===== config.mk =====
export PLATFORM = sky130hd
export DESIGN_NAME = timing_control_unit_flat
export DESIGN_NICKNAME = d
export VERILOG_FILES = /design/src/rtl/timing_control_unit_pkg.sv /design/src/rtl/timing_control_unit_if.sv /design/src/rtl/timing_control_unit_interrupt_latch.sv /design/src/rtl/timing_control_unit.sv /design/src/flat_wrapper.sv
export SDC_FILE = /design/constraint.sdc
export NUM_CORES = 1
export LEC_CHECK = 0
export ABC_AREA = 1
export ABC_CLOCK_PERIOD_IN_PS = 1300
export CAP_MARGIN = 20
export CORE_ASPECT_RATIO = 0.9
export CORE_MARGIN = 3
export CORE_UTILIZATION = 40
export CTS_CLUSTER_DIAMETER = 150
export DETAILED_ROUTE_END_ITERATION = 12
export DONT_BUFFER_PORTS = 1
export GPL_TIMING_DRIVEN = 0
export PLACE_DENSITY = 0.6
export SETUP_SLACK_MARGIN = 0.02
export SYNTH_ARGS = -nofsm -noshare
export SYNTH_HDL_FRONTEND = slang
export SYNTH_HIERARCHICAL = 1
export SYNTH_SLANG_ARGS = --single-unit

===== constraint.sdc =====
create_clock -name i_clk -period 1.3 [get_ports i_clk]
set_input_delay 0.195 -clock i_clk [delete_from_list [all_inputs] [get_ports i_clk]]
set_output_delay 0.195 -clock i_clk [all_outputs]
set_load 0.05 [all_outputs]

===== src/rtl/timing_control_unit_pkg.sv =====
// rtl/timing_control_unit_pkg.sv - shared cpu6502 timing defines: interrupt kind codes, BRK opcode, T-counter width
package timing_control_unit_pkg;

    localparam int TCU_WIDTH_DEF = 3;
    localparam int IR_WIDTH_DEF  = 8;
    localparam logic [7:0] BRK_OPCODE_DEF = 8'h00;

    typedef enum logic [1:0] {
        INT_KIND_NONE  = 2'd0,
        INT_KIND_IRQ   = 2'd1,
        INT_KIND_NMI   = 2'd2,
        INT_KIND_RESET = 2'd3
    } int_kind_e;

endpackage


===== src/rtl/timing_control_unit_if.sv =====
// rtl/timing_control_unit_if.sv - timing control bus; TCU_SINGLE_STEP_EN adds i_step
interface timing_control_unit_if #(
    parameter int TCU_WIDTH = 3,
    parameter int IR_WIDTH  = 8,
    parameter int IRQ_LINES = 1
);
    logic                 i_rdy;
    logic [IR_WIDTH-1:0]  i_data;
    logic                 i_done;
    logic                 i_irq_mask;
    logic [IRQ_LINES-1:0] i_irq_n;
    logic                 i_nmi_n;
`ifdef TCU_SINGLE_STEP_EN
    logic                 i_step;
`endif
    logic [TCU_WIDTH-1:0] o_tcu;
    logic [IR_WIDTH-1:0]  o_ir;
    logic                 o_sync;
    logic                 o_interrupt;
    logic [1:0]           o_int_kind;
    logic                 o_tcu_overflow;

`ifdef TCU_SINGLE_STEP_EN
    modport master (
        output i_rdy, i_data, i_done, i_irq_mask, i_irq_n, i_nmi_n, i_step,
        input  o_tcu, o_ir, o_sync, o_interrupt, o_int_kind, o_tcu_overflow
    );
    modport slave (
        input  i_rdy, i_data, i_done, i_irq_mask, i_irq_n, i_nmi_n, i_step,
        output o_tcu, o_ir, o_sync, o_interrupt, o_int_kind, o_tcu_overflow
    );
`else
    modport master (
        output i_rdy, i_data, i_done, i_irq_mask, i_irq_n, i_nmi_n,
        input  o_tcu, o_ir, o_sync, o_interrupt, o_int_kind, o_tcu_overflow
    );
    modport slave (
        input  i_rdy, i_data, i_done, i_irq_mask, i_irq_n, i_nmi_n,
        output o_tcu, o_ir, o_sync, o_interrupt, o_int_kind, o_tcu_overflow
    );
`endif
endinterface


===== src/rtl/timing_control_unit_interrupt_latch.sv =====
// rtl/timing_control_unit_interrupt_latch.sv - NMI falling-edge latch and masked level IRQ request
module timing_control_unit_interrupt_latch #(
    parameter int IRQ_LINES = 1
) (
    input  logic                 i_clk,
    input  logic                 i_reset_n,
    input  logic                 i_nmi_n,
    input  logic [IRQ_LINES-1:0] i_irq_n,
    input  logic                 i_irq_mask,
    input  logic                 take_nmi,
    output logic                 nmi_req,
    output logic                 irq_req
);
    logic nmi_prev;
    logic nmi_pending;
    logic nmi_edge;

    assign nmi_edge = nmi_prev & ~i_nmi_n;

    // A fresh edge in the capture cycle outranks the clear, so it is not lost.
    always_ff @(posedge i_clk) begin
        if (!i_reset_n) begin
            nmi_prev    <= 1'b1;
            nmi_pending <= 1'b0;
        end else begin
            nmi_prev <= i_nmi_n;
            if (nmi_edge)
                nmi_pending <= 1'b1;
            else if (take_nmi)
                nmi_pending <= 1'b0;
        end
    end

    assign nmi_req = nmi_pending;
    assign irq_req = (~&i_irq_n) & ~i_irq_mask;

endmodule


===== src/rtl/timing_control_unit.sv =====
// rtl/timing_control_unit.sv - T-state counter, IR and interrupt injection; TCU_SINGLE_STEP_EN enables single-step gating
module timing_control_unit
    import timing_control_unit_pkg::*;
#(
    parameter int                  TCU_WIDTH  = TCU_WIDTH_DEF,
    parameter int                  MAX_T      = 7,
    parameter int                  IR_WIDTH   = IR_WIDTH_DEF,
    parameter int                  IRQ_LINES  = 1,
    parameter logic [IR_WIDTH-1:0] BRK_OPCODE = IR_WIDTH'(BRK_OPCODE_DEF)
) (
    input  logic                  i_clk,
    input  logic                  i_reset_n,
    timing_control_unit_if.slave  bus
);
    localparam logic [TCU_WIDTH-1:0] T_MAX = TCU_WIDTH'(MAX_T);
    localparam logic [TCU_WIDTH-1:0] T_ONE = TCU_WIDTH'(1);

    logic [TCU_WIDTH-1:0] tcu;
    logic [IR_WIDTH-1:0]  ir;
    int_kind_e            int_kind;
    logic                 interrupt;
    logic                 overflow;
    logic                 nmi_req;
    logic                 irq_req;
    logic                 capture;
    logic                 take_nmi;

`ifdef TCU_SINGLE_STEP_EN
    logic step_prev;
    logic step_armed;

    assign capture = bus.i_rdy && (tcu == '0) && step_armed;

    // Reset arms one capture so the reset sequence hands off to the first instruction.
    always_ff @(posedge i_clk) begin
        if (!i_reset_n) begin
            step_prev  <= 1'b0;
            step_armed <= 1'b1;
        end else begin
            step_prev <= bus.i_step;
            if (bus.i_step && !step_prev)
                step_armed <= 1'b1;
            else if (capture)
                step_armed <= 1'b0;
        end
    end
`else
    assign capture = bus.i_rdy && (tcu == '0);
`endif

    assign take_nmi = capture && nmi_req;

    timing_control_unit_interrupt_latch #(
        .IRQ_LINES (IRQ_LINES)
    ) u_interrupt_latch (
        .i_clk      (i_clk),
        .i_reset_n  (i_reset_n),
        .i_nmi_n    (bus.i_nmi_n),
        .i_irq_n    (bus.i_irq_n),
        .i_irq_mask (bus.i_irq_mask),
        .take_nmi   (take_nmi),
        .nmi_req    (nmi_req),
        .irq_req    (irq_req)
    );

    always_ff @(posedge i_clk) begin
        if (!i_reset_n) begin
            tcu       <= T_ONE;
            ir        <= BRK_OPCODE;
            int_kind  <= INT_KIND_RESET;
            interrupt <= 1'b1;
            overflow  <= 1'b0;
        end else if (bus.i_rdy) begin
            if (tcu == '0) begin
                if (capture) begin
                    tcu <= T_ONE;
                    if (nmi_req) begin
                        ir        <= BRK_OPCODE;
                        int_kind  <= INT_KIND_NMI;
                        interrupt <= 1'b1;
                    end else if (irq_req) begin
                        ir        <= BRK_OPCODE;
                        int_kind  <= INT_KIND_IRQ;
                        interrupt <= 1'b1;
                    end else begin
                        ir        <= bus.i_data;
                        int_kind  <= INT_KIND_NONE;
                        interrupt <= 1'b0;
                    end
                end
            end else if (bus.i_done) begin
                tcu <= '0;
            end else if (tcu == T_MAX) begin
                overflow <= 1'b1;
            end else begin
                tcu <= tcu + T_ONE;
            end
        end
    end

    assign bus.o_tcu          = tcu;
    assign bus.o_ir           = ir;
    assign bus.o_int_kind     = int_kind;
    assign bus.o_interrupt    = interrupt;
    assign bus.o_tcu_overflow = overflow;
    assign bus.o_sync         = (tcu == '0);

endmodule


===== src/flat_wrapper.sv =====
// flat-port wrapper written by rule: the top's interface ports become plain ports
module timing_control_unit_flat import timing_control_unit_pkg::*;
#(
    parameter int                  TCU_WIDTH  = TCU_WIDTH_DEF,
    parameter int                  MAX_T      = 7,
    parameter int                  IR_WIDTH   = IR_WIDTH_DEF,
    parameter int                  IRQ_LINES  = 1,
    parameter logic [IR_WIDTH-1:0] BRK_OPCODE = IR_WIDTH'(BRK_OPCODE_DEF)
)
  (i_clk, i_reset_n, bus_i_rdy, bus_i_data, bus_i_done, bus_i_irq_mask, bus_i_irq_n, bus_i_nmi_n, bus_o_tcu, bus_o_ir, bus_o_sync, bus_o_interrupt, bus_o_int_kind, bus_o_tcu_overflow);
  timing_control_unit_if #(.TCU_WIDTH(TCU_WIDTH), .IR_WIDTH(IR_WIDTH), .IRQ_LINES(IRQ_LINES)) bus_i ();
  input  logic i_clk;
  input  logic i_reset_n;
  input wire logic [$bits(bus_i.i_rdy)-1:0] bus_i_rdy;
  input wire logic [$bits(bus_i.i_data)-1:0] bus_i_data;
  input wire logic [$bits(bus_i.i_done)-1:0] bus_i_done;
  input wire logic [$bits(bus_i.i_irq_mask)-1:0] bus_i_irq_mask;
  input wire logic [$bits(bus_i.i_irq_n)-1:0] bus_i_irq_n;
  input wire logic [$bits(bus_i.i_nmi_n)-1:0] bus_i_nmi_n;
  output wire logic [$bits(bus_i.o_tcu)-1:0] bus_o_tcu;
  output wire logic [$bits(bus_i.o_ir)-1:0] bus_o_ir;
  output wire logic [$bits(bus_i.o_sync)-1:0] bus_o_sync;
  output wire logic [$bits(bus_i.o_interrupt)-1:0] bus_o_interrupt;
  output wire logic [$bits(bus_i.o_int_kind)-1:0] bus_o_int_kind;
  output wire logic [$bits(bus_i.o_tcu_overflow)-1:0] bus_o_tcu_overflow;
  assign bus_i.i_rdy = bus_i_rdy;
  assign bus_i.i_data = bus_i_data;
  assign bus_i.i_done = bus_i_done;
  assign bus_i.i_irq_mask = bus_i_irq_mask;
  assign bus_i.i_irq_n = bus_i_irq_n;
  assign bus_i.i_nmi_n = bus_i_nmi_n;
  assign bus_o_tcu = bus_i.o_tcu;
  assign bus_o_ir = bus_i.o_ir;
  assign bus_o_sync = bus_i.o_sync;
  assign bus_o_interrupt = bus_i.o_interrupt;
  assign bus_o_int_kind = bus_i.o_int_kind;
  assign bus_o_tcu_overflow = bus_i.o_tcu_overflow;
  timing_control_unit #(.TCU_WIDTH(TCU_WIDTH), .MAX_T(MAX_T), .IR_WIDTH(IR_WIDTH), .IRQ_LINES(IRQ_LINES), .BRK_OPCODE(BRK_OPCODE)) u_core (.i_clk(i_clk), .i_reset_n(i_reset_n), .bus(bus_i));
endmodule

# After elaboration in Yosys (flattened, before gate mapping)
# Index checks and enable logic that the tools add are counted.
# op_classes
add_sub_neg	1
n_eq_ne	3
n_mux	12
bitwise_logic	6
reduce_logical	8
# op_table
operator	n
$mux W8	2
$mux W3	4
$reduce_and A3 Y1	2
$mux W1	5
$not A1 Y1	4
$reduce_and A4 Y1	1
$add A3 B1 Y3 const B	1
$eq A3 B3 Y1 const B	1
$logic_not A3 Y1	1
$ne A3 B3 Y1 const B	1
$and A1 B1 Y1	2
$logic_and A1 B1 Y1	2
$mux W2	1
$ne A2 B1 Y1 const B	1
$reduce_bool A2 Y1	1
$logic_not A1 Y1	1
# word_totals
ff_bits	17
inputBits	15
output_inout_bits	16
word_cells	37

# Longest topological paths before layout
# Gate-level depths: netlist of the first run.
# depth
word_depth	5
depth_mapped	12
depth_no_buf	11

# By module
# The synthesis of the first run kept the hierarchy.
# by_module_without_submodules
mod	instances	cells_each	area_per_inst_um2	seq_area_each_um2
timing_control_unit	1	92	723.2	300.3
timing_control_unit_interrupt_latch	1	9	68.8	40.0

# Worst setup path before layout of the first run
# OpenSTA, ideal clock, no wires.
# synth_path
kind	reg2reg
from	register u_core.tcu[1] (netlist: u_core/bus.o_tcu[1])
to	register u_core.u_interrupt_latch.nmi_pending (netlist: u_core/u_interrupt_latch/nmi_req)
setup_ns	0.113
t_arrival_ns	1.710
t_required_ns	1.187
path_slack_ns	-0.523
path_stages_with_launch	13
path_buffers	1
synth_period_minus_slack_ns	1.823
cell_sequence	dfxtp_1 -> inv_1 -> ha_1 -> inv_2 -> nor2_4 -> nand2_4 -> inv_6 -> buf_12 -> nand2_1 -> inv_1 -> inv_1 -> nand3_1 -> nand2_1
# synth_between
elab_chain_len	4
# synth_lines
element	line	rtl
start, declared	timing_control_unit.sv:18	logic [TCU_WIDTH-1:0] tcu;
start signal, assigned	timing_control_unit.sv:96	tcu <= tcu + T_ONE;
$logic_not A3 Y1	-	
net bus_o_sync	flat_wrapper.sv:22	output wire logic [$bits(bus_i.o_sync)-1:0] bus_o_sync;
$logic_and A1 B1 Y1	timing_control_unit.sv:48	assign capture = bus.i_rdy && (tcu == '0);
$logic_and A1 B1 Y1	timing_control_unit.sv:51	assign take_nmi = capture && nmi_req;
net u_core.take_nmi	timing_control_unit.sv:26	logic take_nmi;
$reduce_bool A2 Y1 (no source line)	-	
end signal, assigned	timing_control_unit_interrupt_latch.sv:24	nmi_pending <= 1'b0;
end signal, assigned	timing_control_unit_interrupt_latch.sv:28	nmi_pending <= 1'b1;
end signal, assigned	timing_control_unit_interrupt_latch.sv:30	nmi_pending <= 1'b0;
end, declared	timing_control_unit_interrupt_latch.sv:15	logic nmi_pending;
# The timed path passes the listed nets, and every way through them passes these cells.
# A chain may end at the register's enable or synchronous reset.

# Final worst setup path of the first run
# layout_path
from	register u_core.tcu[0] (netlist: u_core/bus.o_tcu[0])
to	register u_core.u_interrupt_latch.nmi_pending (netlist: u_core/u_interrupt_latch/nmi_req)
# The elaborated chain is that of the path after synthesis.

==> reports/results.txt, run 1 <==
Cell area after synthesis - 792 um^2
Layout fillers - 178
Total wire length - 1850 um
Syn Area/Cell - 7.84 um^2
Fin cells - 138
Worst-Skew Late Latency - 300 ps
Largest net degree at the start of global routing - 12
DR vias - 694
Critical path type - flop to flop
Routed WL per cell - 13.4 um
Post-Route Setup TNS - -4030 ps
Inserted Diodes - 0
Starting density of the core - 0.448
Slew @ Worst Pin - 546 ps
Gr usage total - 0.154
Worst vdd rail ir drop - 1.08 mV
Synth async-reset ratio - 0
Share of cells above drive strength 1 - 0.351
IO Count - 31
Failing checks - negative setup slack
Upper clock frequency limit - 603 MHz
Worst-path clk slew - 110 ps
EDFF count, synth - 0
Yosys cell types - 18
Placed Cells - 125
CP arrival - 1870 ps
Max_cap viols - 0
PD cells - 1170 nW/um^2
Worst Skew - 12.4 ps
Initial antenna violation count - 0
Worst EP required - 1510 ps
Core area - 1770 um^2
Register Area - 349 um^2
Drt pass-1 iters - 3
CP max FO - 5
Setup crit start - u_core/bus.o_tcu[0]
Startpoint types - flop
Dominant cell by count in the synthesized netlist - nand2_1
Largest area contributor in the netlist - dfxtp_1
H-tree depth - 1
DPL Wire Length - 1230 um
P_leak - 0.449 nW
PnR worst setup slack - -357 ps
Top_reg_cell synth - dfxtp_1
ANT nets after route - 0
Ranking of synthesized cells by area - dfxtp_1 43%, nand3_1 11%, nand2_1 9.5%
First-pass GRT wire length - 2850 um
Unrepaired setup endpoints after global routing - yes
Slew HR - 0.636
Row count - 14
Core Util, Final - 0.587
R2r setup slk - -360 ps
CTS tree - built
Die outline area - 2550 um^2
Min Clock Period, post-route - 1660 ps
Global route total overflow - 0
Area of the multi-input gates - 452 um^2
Synth warnings - 6
Cell count of the worst reg-to-reg path - 12
Setup Viol. Count Final - 15
Worst Hold Depth - 2
Syn Nets - 119
Setup crit end - u_core/u_interrupt_latch/nmi_req
Cells after synthesis - 101
Max-slew violation count - 0
PortBufs - 0
Initial drt markers - 4
Vias in the first global route - 628
P&R area growth vs syn - 31.1%
Synth top cells by count - 20 x nand2_1, 17 x dfxtp_1, 17 x nand3_1
HP Class - primary input to flop
Outcome - finished with violations
Final Net Count - 133
CTS Buf Count - 3
Clock sink total - 17
RR Endpoint - u_core/u_interrupt_latch/nmi_req
Overall die width - 52.9 um
Hold Violations, Final - 0
Synth Register Bits - 17
CTS max path bufs - 2
# DRC - 0
GP Congestion - 0.760
DR vias/cell - 5.03
Sequential-to-total area share from yosys stat - 0.430
R2R Path Start - u_core/bus.o_tcu[0]
Crit. End Element - flop
Share of the synthesized area in the top cell type - 0.430
Die Y - 48.2 um
Final period util - 1.27
Clock Tree Root - clkbuf_4
==> logic make-up (layout without fill, tap and decap cells) <==
family / count (synthesis) / after routing / synth area share
DFF: 17 / 17 / 0.430
and+or+nand+nor: 53 / 53 / 0.300
AOI/OAI and AO/OA: 14 / 14 / 0.130
adders and majority gates: 3 / 3 / 0.0474
buffers and inverters: 14 / 27 / 0.0932
==> stage by stage <==
step	setup slack (ps)	cell area [um^2]	hold slack [ps]	total power, mW
floorplan	-315	823	264	0.844
global placement	-408	853	267	0.869
finish	-357	1040	27.0	1.22
detailed placement	-419	853	270	0.875
global route	-420	1040	20.5	1.28
CTS	-342	943	16.7	1.19
==> flip-flops by register name, indices dropped and copies added, names as in the netlist <==
name / count
u_core/bus.o_int_kind: 2
u_core/bus.o_interrupt: 1
u_core/bus.o_ir: 8
u_core/bus.o_tcu: 3
u_core/bus.o_tcu_overflow: 1
u_core/u_interrupt_latch/nmi_prev: 1
u_core/u_interrupt_latch/nmi_req: 1
==> cells in the final DEF (no fill, tap or decap), drive strengths merged <==
master         n
o31ai          1
clkinv         2
dfxtp         17
nand3         17
a21oi          3
dlymetal6s4s   1
nand4          1
buf            6
dlygate4sd3    2
inv           11
o21ai         10
ha             3
nand2         21
clkinvlp       1
clkbuf         4
nor2          14
==> worst max-delay path, stage by stage, from the launching register on <==
cell,delay (ps)
dfxtp_4,430
inv_4,80
ha_4,130
inv_2,40
nor2_4,340
nand2_4,110
inv_6,90
buf_12,120
nand2_4,50
inv_2,50
inv_2,30
nand3_2,40
nand2_1,50
==> how the worst min path moves through the flow <==
stage | start | to | slack (ps)
detailed placement | i_reset_n | u_core/u_interrupt_latch/nmi_prev | 270
global placement | i_reset_n | u_core/u_interrupt_latch/nmi_prev | 270
global route | i_reset_n | u_core/u_interrupt_latch/nmi_req | 20
CTS | i_reset_n | u_core/u_interrupt_latch/nmi_req | 20
floorplan | i_reset_n | u_core/u_interrupt_latch/nmi_prev | 260
finish | i_reset_n | u_core/u_interrupt_latch/nmi_req | 30
==> repair_timing <==
action / 4_1_cts / 5_1_grt
endpoints found under the setup margin: 16 / 17
resized for setup: 3 / 14
endpoints found under the hold margin: 6 / 1
pin swaps: 5 / 7
buffers inserted: 4 / 1
cloned: 0 / 1
hold buffers: 2 / 1
==> power by group <==
part | internal, mW | total (mW) | switching, mW
Sequential | 0.555 | 0.693 | 0.138
Clock | 0.117 | 0.299 | 0.182
Combinational | 0.102 | 0.225 | 0.123
==> per-layer routing <==
layer | routed length (um) | GRT usage | vias to the layer above
met1 | 818 | 0.191 | 323
met3 | 108 | 0.0765 | 0
met5 | 0 | 0 | -
met4 | 0 | 0.0306 | 0
met2 | 921 | 0.245 | 17
li1 | - | - | 354
==> final cells by class <==
type	count	share of cell area
Sequential cell	17	0.336
Inverter	13	0.0566
Clock buffer	3	0.0217
Multi-Input combinational cell	70	0.435
Buffer	1	0.0193
Timing Repair Buffer	9	0.0952
Clock inverter	1	0.00723
Tap cell	24	0.0289
No activity file was read; power rests on OpenSTA's default activity.
==> inputs of run 2 (changes only) <==
--- a/config.mk
+++ b/config.mk
@@ -9,12 +9,13 @@
 export ABC_CLOCK_PERIOD_IN_PS = 1300
 export CAP_MARGIN = 20
 export CORE_ASPECT_RATIO = 0.9
-export CORE_MARGIN = 3
 export CORE_UTILIZATION = 40
 export CTS_CLUSTER_DIAMETER = 150
+export CTS_CLUSTER_SIZE = 14
 export DETAILED_ROUTE_END_ITERATION = 12
 export DONT_BUFFER_PORTS = 1
 export GPL_TIMING_DRIVEN = 0
+export MAX_ROUTING_LAYER = met4
 export PLACE_DENSITY = 0.6
 export SETUP_SLACK_MARGIN = 0.02
 export SYNTH_ARGS = -nofsm -noshare
==> run 2 against run 1 <==
  * The flow finishes with violations (negative hold slack, negative setup slack)
  * Via count fell by 0.14%
  * Clock skew fell by 10 ps
  * Maximum frequency rose by 3.1%
  * Final cell count fell by 1.4%
  * Non-clock buffer count fell by 2
  * Largest power group unchanged
  * Clock-buffer cell count did not move
  * Sequential power barely moved
  * Utilization fell by 2.6 points
==> reports/results.txt, run 2 (synthesis gave the netlist of run 1 again) <==
CTS tree - built
Clock Tree Root - clkbuf_4
Min Clock Period, post-route - 1610 ps
Unrepaired setup endpoints after global routing - yes
Drt pass-1 iters - 4
# DRC - 0
Upper clock frequency limit - 622 MHz
HP Class - primary input to flop
ANT nets after route - 0
Max-slew violation count - 0
Hold Slack - -25.7 ps
PnR worst setup slack - -307 ps
DR vias/cell - 5.10
Final period util - 1.24
Vias in the first global route - 621
Setup crit start - u_core/bus.o_tcu[1]
Startpoint types - flop
Setup crit end - u_core/u_interrupt_latch/nmi_req
Gr usage total - 0.188
Worst Skew - 2.44 ps
Crit-path most repeated cell - inv_2
First-pass GRT wire length - 2810 um
Starting density of the core - 0.448
Most common cell after layout, fill and taps aside - nand3_1
CP arrival - 1820 ps
Die outline area - 2160 um^2
Crit path cell chain - inv_4 > ha_4 > inv_2 > nor2_4 > nand2_4 > clkinv_4 > buf_12 > nand2_4 > inv_2 > inv_2 > nand3_2 > nand2_1
Commonest cells after routing, fill and taps aside - 15 x nand3_1, 14 x nand2_1, 14 x dfxtp_1
PortBufs - 0
Slew HR - 0.635
R2r setup slk - -310 ps
RR Endpoint - u_core/u_interrupt_latch/nmi_req
Largest net degree at the start of global routing - 11
Initial drt markers - 6
R2R Path Start - u_core/bus.o_tcu[1]
CTS Buf Count - 3
Critical path type - flop to flop
CTS Hold Bufs - 1
Crit path largest cell delay - 420 ps
Fin cells - 136
CP max FO - 5
Share of cells above drive strength 1 - 0.357
P&R area growth vs syn - 25.3%
Initial antenna violation count - 0
Crit. End Element - flop
Worst-Skew Late Latency - 300 ps
Outcome - finished with violations
Slew @ Worst Pin - 547 ps
Row count - 14
CTS max path bufs - 2
Layout fillers - 173
Die Y - 44.2 um
Failing checks - negative hold slack, negative setup slack
Worst vdd rail ir drop - 0.614 mV
Placed Cells - 125
Worst EP required - 1510 ps
DR vias - 693
Post-placement setup slack - -431 ps
CP max-delay cell - dfxtp_4
P_leak - 0.431 nW
Final Net Count - 131
Core Util, Final - 0.561
Max reg flops - 8
Overall die width - 48.9 um
Core area - 1770 um^2
H-tree depth - 1
Worst-path clk slew - 100 ps
Global route total overflow - 0
Cell count of the worst reg-to-reg path - 12
GP Congestion - 0.868
Clock sink total - 17
Hold Violations, Final - 5
Max_cap viols - 0
IO Count - 31
Setup Viol. Count Final - 14
PD cells - 1200 nW/um^2
Routed WL per cell - 13.1 um
Total wire length - 1780 um
DPL Wire Length - 1230 um
Inserted Diodes - 0
## run 2: worst min-delay path by stage
| stage | startpoint | to | slack [ps] | cells after the start |
|---|---|---|---|---|
| floorplan | i_reset_n | u_core/u_interrupt_latch/nmi_prev | 260 | 1 |
| global placement | i_reset_n | u_core/u_interrupt_latch/nmi_prev | 270 | 1 |
| detailed placement | i_reset_n | u_core/u_interrupt_latch/nmi_prev | 270 | 1 |
| CTS | i_reset_n | u_core/bus.o_tcu[0] | -40 | 1 |
| global route | i_reset_n | u_core/bus.o_interrupt | -50 | 1 |
| finish | i_reset_n | u_core/bus.o_int_kind[1] | -30 | 1 |
## run 2: layer usage
metal | part of all wire | GRT usage | wire length [um]
met1 | 0.43 | 0.193 | 767
met2 | 0.47 | 0.286 | 845
met3 | 0.070 | 0.0962 | 125
met4 | 0.023 | 0.124 | 41
met5 | 0 | - | 0
## run 2: final cells by class
type / count / area [um^2] / share of cell area
plain buffers: 1 / 20.0 / 0.0202
clock buffers: 3 / 22.5 / 0.0227
clock inverters: 1 / 5.00 / 0.00504
inverters: 13 / 56.3 / 0.0567
multi-input cells: 70 / 433 / 0.436
flip-flops and latches: 17 / 349 / 0.352
well taps: 24 / 30.0 / 0.0303
repair buffers: 7 / 76.3 / 0.0769
## run 2: where the power goes
part / internal [mW] / switching (mW) / total, mW
registers: 0.555 / 0.136 / 0.691
logic: 0.0935 / 0.116 / 0.209
clock network: 0.115 / 0.174 / 0.289
total: 0.763 / 0.425 / 1.19
## run 2: per-stage QoR
stage	cell area [um^2]	hold slack [ps]	total power, mW	TNS [ps]
2_1_floorplan	823	264	0.844	-2350
3_3_place_gp	853	267	0.868	-3400
6_report	992	-25.7	1.19	-3360
5_1_grt	992	-49.6	1.25	-4470
4_1_cts	933	-41.7	1.18	-3580
3_5_place_dp	853	268	0.876	-3760
## run 2: critical path, delay by kind of cell (launching register included)
family        cells  cell delay [ps]
buf+inv           6              410
fa+ha+maj         1              130
simple gates      5              550
flops             1              420
## run 2: repair_timing
item                                    CTS  global route
pin swaps                                 5             4
gates cloned                              0             1
setup buffers                             4             1
gates resized for setup                   4             9
hold endpoints to repair                  7             5
endpoints found under the setup margin   16            16
==> inputs of run 3 (changes only) <==
==> constraint.sdc (replaced) <==
create_clock -name i_clk -period 1.3 [get_ports i_clk]
set_input_delay 0.195 -clock i_clk [delete_from_list [all_inputs] [get_ports i_clk]]
set_output_delay 0.195 -clock i_clk [all_outputs]
set_load 0.01 [all_outputs]
==> run 3 against run 2 <==
  * The run ends with negative setup slack left
  * Clock power decreased by 5%
  * Largest power group unchanged
  * Maximum frequency increased by 20%
  * Global-route usage decreased by 2.4 points
  * Sequential cell count unchanged
  * Worst setup slack improved by 270 ps
  * Non-clock buffer count unchanged
  * Wire length decreased by 11%
  * Utilization decreased by 1.4 points
  * Total power decreased by 10%
==> reports/results.txt, run 3 (synthesis gave the netlist of run 1 again) <==
Outcome - finished with violations
Failing checks - negative setup slack
Worst vdd rail ir drop - 0.720 mV
Critical path type - flop to flop
Max-slew violation count - 0
CP arrival - 1530 ps
Final Net Count - 131
Starting density of the core - 0.448
Upper clock frequency limit - 747 MHz
Gr usage total - 0.164
Commonest cells after routing, fill and taps aside - 18 x nand2_1, 16 x nand3_1, 14 x dfxtp_1
Worst Skew - 5.62 ps
Routed WL per cell - 11.6 um
H-tree depth - 1
Setup Viol. Count Final - 9
Die outline area - 2160 um^2
Clock Tree Root - clkbuf_4
ANT nets after route - 0
Finished Cell Area - 967 um^2
CP max FO - 7
PortBufs - 0
First-pass GRT wire length - 2610 um
Max_cap viols - 0
GP Congestion - 0.820
Hold Violations, Final - 0
CTS max path bufs - 2
Final period util - 1.03
Fin cells - 136
Die Y - 44.2 um
Clock sink total - 17
P_leak - 0.427 nW
Worst-Skew Late Latency - 290 ps
Worst EP required - 1490 ps
Initial antenna violation count - 0
P&R area growth vs syn - 22.1%
Max reg flops - 8
DR vias - 662
Post-Place Cell Area - 847 um^2
Largest net degree at the start of global routing - 11
Drt pass-1 iters - 4
Initial drt markers - 11
PnR worst setup slack - -38.7 ps
Slew @ Worst Pin - 286 ps
Vias in the first global route - 613
CTS tree - built
Worst-path clk slew - 100 ps
Share of cells above drive strength 1 - 0.295
Overall die width - 48.9 um
Inserted Diodes - 0
CTS Buf Count - 3
DR vias/cell - 4.87
Global route total overflow - 0
Min Clock Period, post-route - 1340 ps
Startpoint types - flop
Post-placement setup slack - -153 ps
IO Count - 31
Slew HR - 0.808
HP Class - primary input to flop
PD cells - 1100 nW/um^2
Core area - 1770 um^2
Pwr Total - 1.07 mW
Layout fillers - 179
Placed Cells - 125
Total wire length - 1580 um
DPL Wire Length - 1120 um
Most common cell after layout, fill and taps aside - nand2_1
Row count - 14
# DRC - 0
Hold Slack - 16.7 ps
Crit. End Element - flop
Unrepaired setup endpoints after global routing - yes
## run 3: timing repair
item | in CTS | in global routing
buffers inserted | 5 | 0
hold buffers | 2 | 0
endpoints found under the hold margin | 5 | 0
pin swaps | 2 | 1
gates cloned | 0 | 0
gates resized for setup | 2 | 6
endpoints found under the setup margin | 12 | 17
## run 3: final cells by class
cell class,instances,area [um^2],share of cell area
Tap cell,24,30.0,0.0310
Sequential cell,17,349,0.361
Timing Repair Buffer,7,76.3,0.0789
Inverter,13,56.3,0.0582
Clock buffer,3,22.5,0.0233
Buffer,1,20.0,0.0207
Multi-Input combinational cell,70,408,0.422
Clock inverter,1,5.00,0.00517
## run 3: worst paths after layout
check | startpoint | endpoint | slack [ps] | depth (start not counted)
setup reg to reg | u_core/bus.o_tcu[1] | u_core/u_interrupt_latch/nmi_req | -40 | 12
hold / removal | i_reset_n | u_core/bus.o_tcu[2] | 20 | 2
setup / recovery | u_core/bus.o_tcu[1] | u_core/u_interrupt_latch/nmi_req | -40 | 12
hold reg to reg | u_core/u_interrupt_latch/nmi_prev | u_core/u_interrupt_latch/nmi_req | 460 | 2
## run 3: metrics by stage
stage               setup TNS [ps]   util
finish                        -196  0.547
global route                  -798  0.547
CTS                           -338  0.537
detailed placement            -322  0.479
global placement              -167  0.479
floorplan                    -38.1      -
## run 3: report_power, final
group | switching (mW) | internal [mW] | leakage (nW) | total [mW]
clock network | 0.161 | 0.114 | 0.0177 | 0.275
registers | 0.0491 | 0.555 | 0.141 | 0.604
logic | 0.0997 | 0.0888 | 0.268 | 0.189
## run 3: per-layer routing
layer	vias up	wire length [um]	GRT usage
li1	352	-	-
met1	292	777	0.190
met2	18	696	0.256
met3	0	105	0.0893
met4	0	0	0.0235
met5	-	0	-
## run 3: worst max-delay path, cell delays in order (launching register included)
cell and delay, ps:
dfxtp_4 380, inv_4 60, ha_4 130, inv_2 40, nor2_4 150, nand2_4 90
inv_6 70, buf_12 110, nand2_4 40, inv_2 40, inv_1 30, nand3_1 50
nand2_1 50
==> edit, RTL diff (settings of run 2) <==
`MAX_T` is set to 7 in 2 places; all go to 6.
--- a/src/rtl/timing_control_unit.sv
+++ b/src/rtl/timing_control_unit.sv
@@ -5,3 +5,3 @@
     parameter int                  TCU_WIDTH  = TCU_WIDTH_DEF,
-    parameter int                  MAX_T      = 7,
+    parameter int                  MAX_T      = 6,
     parameter int                  IR_WIDTH   = IR_WIDTH_DEF,
--- a/src/flat_wrapper.sv
+++ b/src/flat_wrapper.sv
@@ -4,3 +4,3 @@
     parameter int                  TCU_WIDTH  = TCU_WIDTH_DEF,
-    parameter int                  MAX_T      = 7,
+    parameter int                  MAX_T      = 6,
     parameter int                  IR_WIDTH   = IR_WIDTH_DEF,
Function: changed (Yosys sat finds a counterexample within 10 cycles, from zero or initial values and one cycle with i_reset_n low).
==> edit against run 2 <==
  * The flow finishes with violations (setup timing)
  * Final area decreased by 1.5%
  * Power decreased by 7.2%
  * Count of clock-buffer cells in the layout rose by 1
  * Synthesized area fell by 7.6%
  * Wire length is 6.4% lower
  * Clock skew up 0.0046 ns
  * Sequential cell count is the same
  * Worst setup slack improved by 0.019 ns
  * Highest routed layer unchanged
==> edit: results (changes against run 2) <==
The run finished, with violations left. Violations in the final reports: setup timing (was hold timing, setup timing). The least setup slack across all paths after layout is -0.288 ns (was -0.307 ns), and the detailed-routing iteration count for the pre-antenna-repair pass is 4 (unchanged). The final hold slack is 0.0395 ns (was -0.0257 ns), and the slew of the pin with the lowest slew margin is 0.529 ns (was 0.547 ns).

The number of nets produced by synthesis is 116 (was 119). Met3 wire length: 120 µm (was 125 µm). Total met2 wirelength after detailed routing: 823 µm (was 845 µm).

Peak fanout along the critical path: 5 (unchanged). The setup TNS came out at -3.58 ns (was -3.36 ns). The startpoint of the worst register-to-register path is u_core/bus.o_tcu[0] (was u_core/bus.o_tcu[1]).

The share of power burned in the clock network was 25.0% (was 24.3%). The logs give 1.10 mW (was 1.19 mW) for the total power of the final layout and 10 (was 11) for the maximum number of pins on one net before global-route repair. The mean routed wirelength per cell is 12.3 µm (was 13.1 µm), and the cell depth of the worst flop-to-flop path is 8 (was 12). The run gives 1.01 mm (was 1.23 mm) as the half-perimeter wire length of the detailed placement result. Top cell family by delay on the critical path: flip-flops (was simple AND/OR/NAND/NOR gates). For the global-route met1 utilization, the log shows 20.5% (was 19.3%). Startpoint class of the critical path: a flip-flop (unchanged).

The setup skew after layout was 0.00702 ns (was 0.00244 ns); the wire length of the first global-routing pass was 2.48 mm (was 2.81 mm). The tools report the met3 track utilization from global routing as 7.33% (was 9.62%). Most common library cells after synthesis: nand2_1, dfxtp_1, nand3_1, inv_1, a21oi_1 (was nand2_1, dfxtp_1, nand3_1, nor2_1, inv_1). The fraction of layout instances using a drive strength above 1 is 32.1% (was 35.7%), and the global-route usage over all layers is 18.2% (was 18.8%). The internal power is 0.748 mW (was 0.763 mW), and the total cell area at the placement stage is 803 µm² (was 853 µm²). The via density per instance is 4.92 (was 5.10), and the cell count after synthesis is 98 (was 101). Dominant cells by area after synthesis: dfxtp_1, nand2_1, nand3_1, inv_1, a21oi_1 (was dfxtp_1, nand3_1, nand2_1, o21ai_2, nor2_1). The number of distinct library cells after synthesis is 17 (was 18). The clock-pin slew on the worst setup and hold paths works out to 0.10 ns (about the same). The global routing met2 resource utilization is 29.2% (was 28.6%). Delay contributed by the slowest stage of the critical path: 0.48 ns (was 0.42 ns). The critical hold path startpoint is i_reset_n (unchanged). The part of the power in registers was 58.0% (was 58.1%); the peak ir drop on the vdd network was 0.917 mV (was 0.614 mV). Final weighted congestion of routability-driven global placement: 0.813 (was 0.868).

The run gives 46.5% (was 43.0%) as the fraction of the yosys area taken by sequential cells. The logs give 594 (was 621) for the number of global-route vias before repair and 17 (was 14) for the setup violation total in the final timing report. For the post-route cell area, the log shows 977 µm² (was 992 µm²). End point of the critical path: u_core/bus.o_ir[6] (was u_core/u_interrupt_latch/nmi_req). The leakage power came out at 0.411 nW (was 0.431 nW).
## edit: final cells by class
class,count,area share [%]
timing repair buffer,10,8.71
clock buffer,4,2.69
multi-input combinational,66,41.4
buffer,3,2.69
inverter,12,5.51
tap,24,3.07
sequential,17,36.0
## edit: worst min-delay path by stage
stage,endpoint,depth (start not counted)
after floorplan,u_core/u_interrupt_latch/nmi_prev,1
after global placement,u_core/u_interrupt_latch/nmi_prev,1
after detailed placement,u_core/u_interrupt_latch/nmi_prev,1
after CTS,u_core/u_interrupt_latch/nmi_req,2
after global routing,u_core/u_interrupt_latch/nmi_req,2
final,u_core/u_interrupt_latch/nmi_req,2
## edit: timing repair
item	4_1_cts	5_1_grt
setup endpoints to repair	14	17
setup buffers	2	4
endpoints found under the hold margin	1	0
gates resized for setup	6	15
pin swaps	2	7
gates cloned	2	0
hold buffers	2	0
## edit: cells by family after synthesis
logic type	synth area share, %
and+or+nand+nor	30.6
DFF	46.5
adders and majority gates	5.13
AOI/OAI and AO/OA	8.55
buffers and inverters	9.23
